==> src/rtl/rs_interleaver_pkg.sv <==
// Interleaver-side shared constants consumed by the TX framing stage.
// Combinational only; no latency.
// No handshake; constants only.
package rs_interleaver_pkg;

    localparam int CODEWORD_BYTES = 255;

endpackage

==> src/rtl/tx_frame_pkg.sv <==
// TX channel-frame constants, FSM state type and the PN randomizer step function.
// Combinational only; no latency.
// No handshake; constants and a pure function.
package tx_frame_pkg;

    import rs_interleaver_pkg::*;

    localparam logic [31:0] ASM_WORD    = 32'h1ACF_FC1D;
    localparam int          ASM_BYTES   = 4;
    localparam int          FRAME_BYTES = ASM_BYTES + CODEWORD_BYTES;
    localparam logic [7:0]  PN_SEED     = 8'hFF;

    typedef enum logic [1:0] {
        ST_IDLE = 2'd0,
        ST_SYNC = 2'd1,
        ST_DATA = 2'd2
    } state_e;

    // The state byte is the next 8 sequence bits, oldest bit in the MSB.
    // New bit = a[n] ^ a[n+3] ^ a[n+5] ^ a[n+7] for x^8+x^7+x^5+x^3+1.
    function automatic logic [7:0] pn_advance8(input logic [7:0] s);
        logic [7:0] r;
        r = s;
        for (int i = 0; i < 8; i++) begin
            r = {r[6:0], r[7] ^ r[4] ^ r[2] ^ r[0]};
        end
        return r;
    endfunction

endpackage

==> src/rtl/sync_framer_pn_randomizer.sv <==
// CCSDS pseudo-randomizer: 8 sequence bits per step, MSB first (module pn_randomizer).
// pn_byte is the current state; advance/seed take effect on the next clock.
// No handshake; the parent decides when to step or reseed.
// Built only when SYNC_FRAMER_RANDOMIZER_EN is defined.
// Ports: clk, rst_n, seed (reload all-ones), advance (step 8 bits), pn_byte (current PN byte).
`ifdef SYNC_FRAMER_RANDOMIZER_EN
module pn_randomizer
    import tx_frame_pkg::*;
(
    input  logic       clk,
    input  logic       rst_n,
    input  logic       seed,
    input  logic       advance,
    output logic [7:0] pn_byte
);

    logic [7:0] lfsr_q;

    always_ff @(posedge clk or negedge rst_n) begin
        if (!rst_n) begin
            lfsr_q <= PN_SEED;
        end else if (seed) begin
            lfsr_q <= PN_SEED;
        end else if (advance) begin
            lfsr_q <= pn_advance8(lfsr_q);
        end
    end

    assign pn_byte = lfsr_q;

endmodule
`endif

==> src/rtl/sync_framer.sv <==
// Prepends the 4-byte ASM to each 255-byte codeword, optionally PN-randomizing codeword bytes.
// Latency: accepted byte appears on m_tdata the next cycle; 259 beats per frame, 260-cycle minimum period.
// Backpressure: single registered output slot; m_tready low holds the beat and stalls SYNC/DATA progress.
// Ports: s_t* byte stream in (s_tlast checked, not trusted), m_t* frame stream out
//        (m_tuser marks ASM beats, m_tlast the 259th beat), err_framing pulse, busy.
// Build option: SYNC_FRAMER_RANDOMIZER_EN enables the randomizer; otherwise bytes pass unchanged.
module sync_framer #(
    parameter int          BLOCK_BYTES = rs_interleaver_pkg::CODEWORD_BYTES,
    parameter logic [31:0] ASM_WORD    = tx_frame_pkg::ASM_WORD,
    parameter int          ASM_BYTES   = tx_frame_pkg::ASM_BYTES
) (
    input  logic       clk,
    input  logic       rst_n,
    input  logic [7:0] s_tdata,
    input  logic       s_tvalid,
    output logic       s_tready,
    input  logic       s_tlast,
    output logic [7:0] m_tdata,
    output logic       m_tvalid,
    input  logic       m_tready,
    output logic       m_tlast,
    output logic       m_tuser,
    output logic       err_framing,
    output logic       busy
);

    import tx_frame_pkg::*;

    state_e     state_q;
    logic [8:0] cnt_q;
    logic [7:0] m_tdata_q;
    logic       m_tvalid_q;
    logic       m_tlast_q;
    logic       m_tuser_q;
    logic       err_q;

    logic       slot_free;
    logic       accept;
    logic       last_asm;
    logic       last_byte;
    logic [7:0] asm_byte;
    logic [7:0] pn_byte;

    assign slot_free = !m_tvalid_q || m_tready;
    assign s_tready  = (state_q == ST_DATA) && slot_free;
    assign accept    = s_tready && s_tvalid;
    assign last_asm  = (cnt_q == 9'(ASM_BYTES - 1));
    assign last_byte = (cnt_q == 9'(BLOCK_BYTES - 1));

    // Marker goes out MSB byte first: cnt 0 selects bits [31:24].
    assign asm_byte = 8'(ASM_WORD >> (5'd24 - {cnt_q[1:0], 3'b000}));

`ifdef SYNC_FRAMER_RANDOMIZER_EN
    logic pn_seed;

    // Reseed as the last marker byte is loaded so the first codeword byte sees 8'hFF.
    assign pn_seed = (state_q == ST_SYNC) && slot_free && last_asm;

    pn_randomizer u_pn (
        .clk     (clk),
        .rst_n   (rst_n),
        .seed    (pn_seed),
        .advance (accept),
        .pn_byte (pn_byte)
    );
`else
    assign pn_byte = 8'h00;
`endif

    always_ff @(posedge clk or negedge rst_n) begin
        if (!rst_n) begin
            state_q    <= ST_IDLE;
            cnt_q      <= '0;
            m_tdata_q  <= 8'h00;
            m_tvalid_q <= 1'b0;
            m_tlast_q  <= 1'b0;
            m_tuser_q  <= 1'b0;
            err_q      <= 1'b0;
        end else begin
            err_q <= 1'b0;
            // A consumed or empty slot drains unless something is loaded below.
            if (slot_free) begin
                m_tvalid_q <= 1'b0;
            end
            case (state_q)
                ST_IDLE: begin
                    // Only start a marker once codeword data is actually pending.
                    if (s_tvalid) begin
                        state_q <= ST_SYNC;
                        cnt_q   <= '0;
                    end
                end
                ST_SYNC: begin
                    if (slot_free) begin
                        m_tvalid_q <= 1'b1;
                        m_tdata_q  <= asm_byte;
                        m_tuser_q  <= 1'b1;
                        m_tlast_q  <= 1'b0;
                        if (last_asm) begin
                            state_q <= ST_DATA;
                            cnt_q   <= '0;
                        end else begin
                            cnt_q <= cnt_q + 9'd1;
                        end
                    end
                end
                ST_DATA: begin
                    if (accept) begin
                        m_tvalid_q <= 1'b1;
                        m_tdata_q  <= s_tdata ^ pn_byte;
                        m_tuser_q  <= 1'b0;
                        m_tlast_q  <= last_byte;
                        // The local count owns frame boundaries; s_tlast is only audited.
                        err_q      <= (s_tlast != last_byte);
                        if (last_byte) begin
                            state_q <= ST_IDLE;
                            cnt_q   <= '0;
                        end else begin
                            cnt_q <= cnt_q + 9'd1;
                        end
                    end
                end
                default: begin
                    state_q <= ST_IDLE;
                    cnt_q   <= '0;
                end
            endcase
        end
    end

    assign m_tdata     = m_tdata_q;
    assign m_tvalid    = m_tvalid_q;
    assign m_tlast     = m_tlast_q;
    assign m_tuser     = m_tuser_q;
    assign err_framing = err_q;
    assign busy        = (state_q != ST_IDLE);

endmodule
==> config.mk <==
export PLATFORM = sky130hd
export DESIGN_NAME = sync_framer
export DESIGN_NICKNAME = d
export VERILOG_FILES = /design/src/rtl/rs_interleaver_pkg.sv /design/src/rtl/tx_frame_pkg.sv /design/src/rtl/sync_framer_pn_randomizer.sv /design/src/rtl/sync_framer.sv
export SDC_FILE = /design/constraint.sdc
export NUM_CORES = 1
export LEC_CHECK = 0
export CAP_MARGIN = 30
export CORE_ASPECT_RATIO = 2
export CORE_MARGIN = 2
export CORE_UTILIZATION = 45
export DETAILED_ROUTE_END_ITERATION = 7
export PLACE_DENSITY_LB_ADDON = 0.1
export SETUP_SLACK_MARGIN = 0.1
export SLEW_MARGIN = 20
export SYNTH_ARGS = -nofsm -noshare
export SYNTH_HDL_FRONTEND = slang
export SYNTH_SLANG_ARGS = --single-unit
==> constraint.sdc <==
create_clock -name clk -period 2 [get_ports clk]
set_clock_uncertainty 0.1 [all_clocks]
set_input_delay 0.4 -clock clk [delete_from_list [all_inputs] [get_ports clk]]
set_output_delay 0.4 -clock clk [all_outputs]
set_load 0.01 [all_outputs]
==> results of run 1 <==
## final timing paths
kind	slack (ns)	to	start	cells after the start
worst min register to register	0.40	m_tlast	m_tlast	1
worst min-delay path	0.39	m_tvalid	rst_n	2
worst max-delay path	-0.07	cnt_q[6]	cnt_q[0]	5
max in group asynchronous	1.18	state_q[0]	rst_n	2
min in group clk	0.40	m_tlast	m_tlast	1
worst max register to register	-0.07	cnt_q[6]	cnt_q[0]	5
## power breakdown
group / internal, mW / total (mW) / switching, mW
sequential: 0.588 / 0.648 / 0.0605
combinational: 0.883 / 1.70 / 0.818
clock: 0.139 / 0.296 / 0.157
## sequential cells by signal, indices dropped and copies added, names as in the netlist
register     flops
cnt_q            9
m_tdata          8
state_q          2
err_framing      1
m_tlast          1
m_tuser          1
m_tvalid         1
## cells by family after synthesis
| logic type | synth area share, % |
|---|---|
| AND/OR/NAND/NOR | 15.8 |
| AO/OA/AOI/OAI | 21.4 |
| flip-flops | 42.2 |
| buffers and inverters | 3.58 |
| multiplexers | 9.08 |
| adder cells (fa/ha/maj) | 7.34 |
| XOR/XNOR | 0.642 |
## cell type report
type | count | area [sq um] | share of cell area (%)
Inverter | 11 | 41.3 | 2.03
Multi-Input combinational cell | 100 | 836 | 41.0
Sequential cell | 23 | 576 | 28.3
Clock inverter | 1 | 5.00 | 0.246
Tap cell | 30 | 37.5 | 1.84
Clock buffer | 3 | 41.3 | 2.03
Timing Repair Buffer | 58 | 500 | 24.6
## worst max-delay path: cells and delay by family, from the launching register on
kind	cells	cell delay, ns
AOI/OAI and AO/OA	3	0.79
adders and majority gates	1	0.19
DFF	1	0.39
and+or+nand+nor	1	0.50
## through the flow
step	total power, mW	TNS (ns)
2_1_floorplan	1.45	-0.0297
3_3_place_gp	2.09	-1.27
3_5_place_dp	2.14	-1.63
4_1_cts	2.55	-0.289
5_1_grt	2.82	-0.875
6_report	2.65	-0.292
## per-layer routing
layer	vias to the layer above	GRT usage (%)
met5	-	0
li1	622	-
met1	649	22.1
met3	16	2.20
met2	37	42.3
met4	0	15.3
## layout by cell type, fill, tap and decap left out, types with 4 or more instances in the layout
cell             count
a21oi_1              5
buf_4               32
clkdlybuf4s50_1     24
dfrtp_1             23
ha_1                 5
inv_1                9
mux2_2               8
nand2_1             15
nand3_1              4
nand4_1              4
nor2_1               6
nor3_1               4
o21ai_0              6
## timing repair
action,4_1_cts,5_1_grt
pin swaps,3,4
setup buffers,4,1
cloned,0,0
setup endpoints to repair,13,12
gates resized for setup,13,11
==> flow_metrics.py, run 1 <==
metrics = {
    "outcome": {
        "run_status": "complete, but fails checks",
        "violations": "negative setup slack",
    },
    "sta": {
        "timing_hold_violations_final": 0,
        "max_clock_freq_mhz": 483,
        "finalMaxSlewViolations": 0,
        "layout_setup_ws_ns": -0.0714,
        "setup_viol": 8,
        "hold_ws_ns": 0.386,
        "post-route-period-util_pct": 104,
        "worstMarginPinSlew_ns": 0.417,
        "maxSlewHeadroom_pct": 72.2,
        "minimum_clock_period_after_layout_ns": 2.07,
        "rsz0062_at_grt": "true",
    },
    "clock_tree": {
        "tritoncts": "done",
        "cts_hold_buf": 0,
        "tritoncts_num_sinks": 23,
        "clk_path_buf_depth": 2,
        "cts.clk_slew.worst_paths_ns": 0.08,
        "clk-insertion-delay-late_ns": 0.27,
        "clock_buffer_count_from_cts": 3,
        "cts_root_buffer": "clkbuf_8",
        "h-tree-depth": 1,
    },
    "grt": {
        "grt_use_total_pct": 22.4,
        "globalRouteOverflowTotal": 0,
        "maximum_number_of_pins_on_one_net_before_global_route_repair": 24,
        "vias_in_the_first_global_route": 1374,
        "grt_pass1_wl_mm": 6.00,
        "antenna_found_initial": 0,
    },
    "critical_path": {
        "critical_path_class": "reg -> reg",
        "slowest_stage_cell_on_the_critical_path": "or4b_4",
        "setup.worst_path.start_class": "register",
        "max_stage_delay_ns": 0.50,
        "critical_path_cell_list": "ha_2, or4b_4, o211a_4, o221a_1, a221o_1",
        "crit_path_max_fo": 5,
        "crit_required_ns": 2.06,
        "timing.critical_path.to_type": "register",
        "critPathArrivalTime_ns": 2.13,
    },
    "place": {
        "detailed_place.area_sq_mm": 0.00186,
        "place.detailed.instances": 217,
        "port_buffers": 26,
        "detailed_place_hpwl_mm": 2.82,
        "globalplace.congestion": 0.884,
        "pre_cts_slack_ns": -0.188,
    },
    "final_layout": {
        "drive_gt1_share_pct": 34.2,
        "post-route-cell-area_sq_mm": 0.00204,
        "diodes": 0,
        "finalNetCount": 218,
        "finalNonFillerCells": 226,
        "area_delta_synth_final_pct": 49.4,
        "postLayoutCoreUtil_pct": 70.1,
        "final.fill_count": 228,
    },
    "route": {
        "drtAntennaViolNets": 0,
        "drt_pre_antenna_iters": 5,
        "drc_errors": 0,
        "met2_length_mm": 2.15,
        "route.top_layer_used": "met4",
        "avgViaCountPerCell": 5.86,
        "detail_route.wirelength_mm": 3.74,
        "drt-met1-wl_mm": 1.27,
        "total_vias_in_the_final_route": 1324,
        "drt_iter0_drc": 26,
        "wl_met3_microns": 127,
        "drt-wirelength-per-cell_microns": 16.5,
    },
    "logic_synthesis": {
        "ys.warnings.count": 0,
        "ys_seq_elements": 23,
        "synth_fp_nets": 157,
        "synth_commonest_cells": "dfrtp_1, nand2_1, inv_1",
        "synth_top_cell_by_area": "dfrtp_1",
        "yosys_most_used_dff": "dfrtp_1",
        "yosysTopAreaCellShare_pct": 42.2,
        "ys_seq_area_share_pct": 42.2,
        "synth_area_sq_mm": 0.00136,
        "yosys-top-cells-area": "dfrtp_1, mux2_2, ha_1",
        "synthMostInstantiatedCell": "dfrtp_1",
        "synthArstFlopShare_pct": 100,
        "synth_cell_type_count": 39,
        "synth.avg_cell_area_sq_um": 10.0,
        "synth_enable_flop_cells": 0,
        "netlist_instances": 136,
    },
    "floorplanning": {
        "num_rows": 28,
        "width_of_the_die_microns": 42.9,
        "core_area_sq_mm": 0.00291,
        "initial_utilization_pct": 46.9,
        "design.die.area_sq_mm": 0.00351,
        "die_height_microns": 81.9,
        "pin_count": 27,
    },
    "job": {
        "max_cap_violations": 0,
    },
    "pwr": {
        "max_rail_drop_vdd_v": 0.000758,
        "cellPowerDensity_mw_per_mm2": 1300,
        "lkg_pwr_nw": 0.903,
    },
    "worst_hold_path": {
        "hold_class": "in -> async",
    },
}
Note: power is estimated with default switching activity, not from simulation.
==> run 2: changes to the inputs <==
--- a/config.mk
+++ b/config.mk
@@ -5,7 +5,7 @@
 export SDC_FILE = /design/constraint.sdc
 export NUM_CORES = 1
 export LEC_CHECK = 0
-export CAP_MARGIN = 30
+export CAP_MARGIN = 20
 export CORE_ASPECT_RATIO = 2
 export CORE_MARGIN = 2
 export CORE_UTILIZATION = 45
==> results of run 2 <==
Final layout, timing and power as in run 1 (identical DEF).
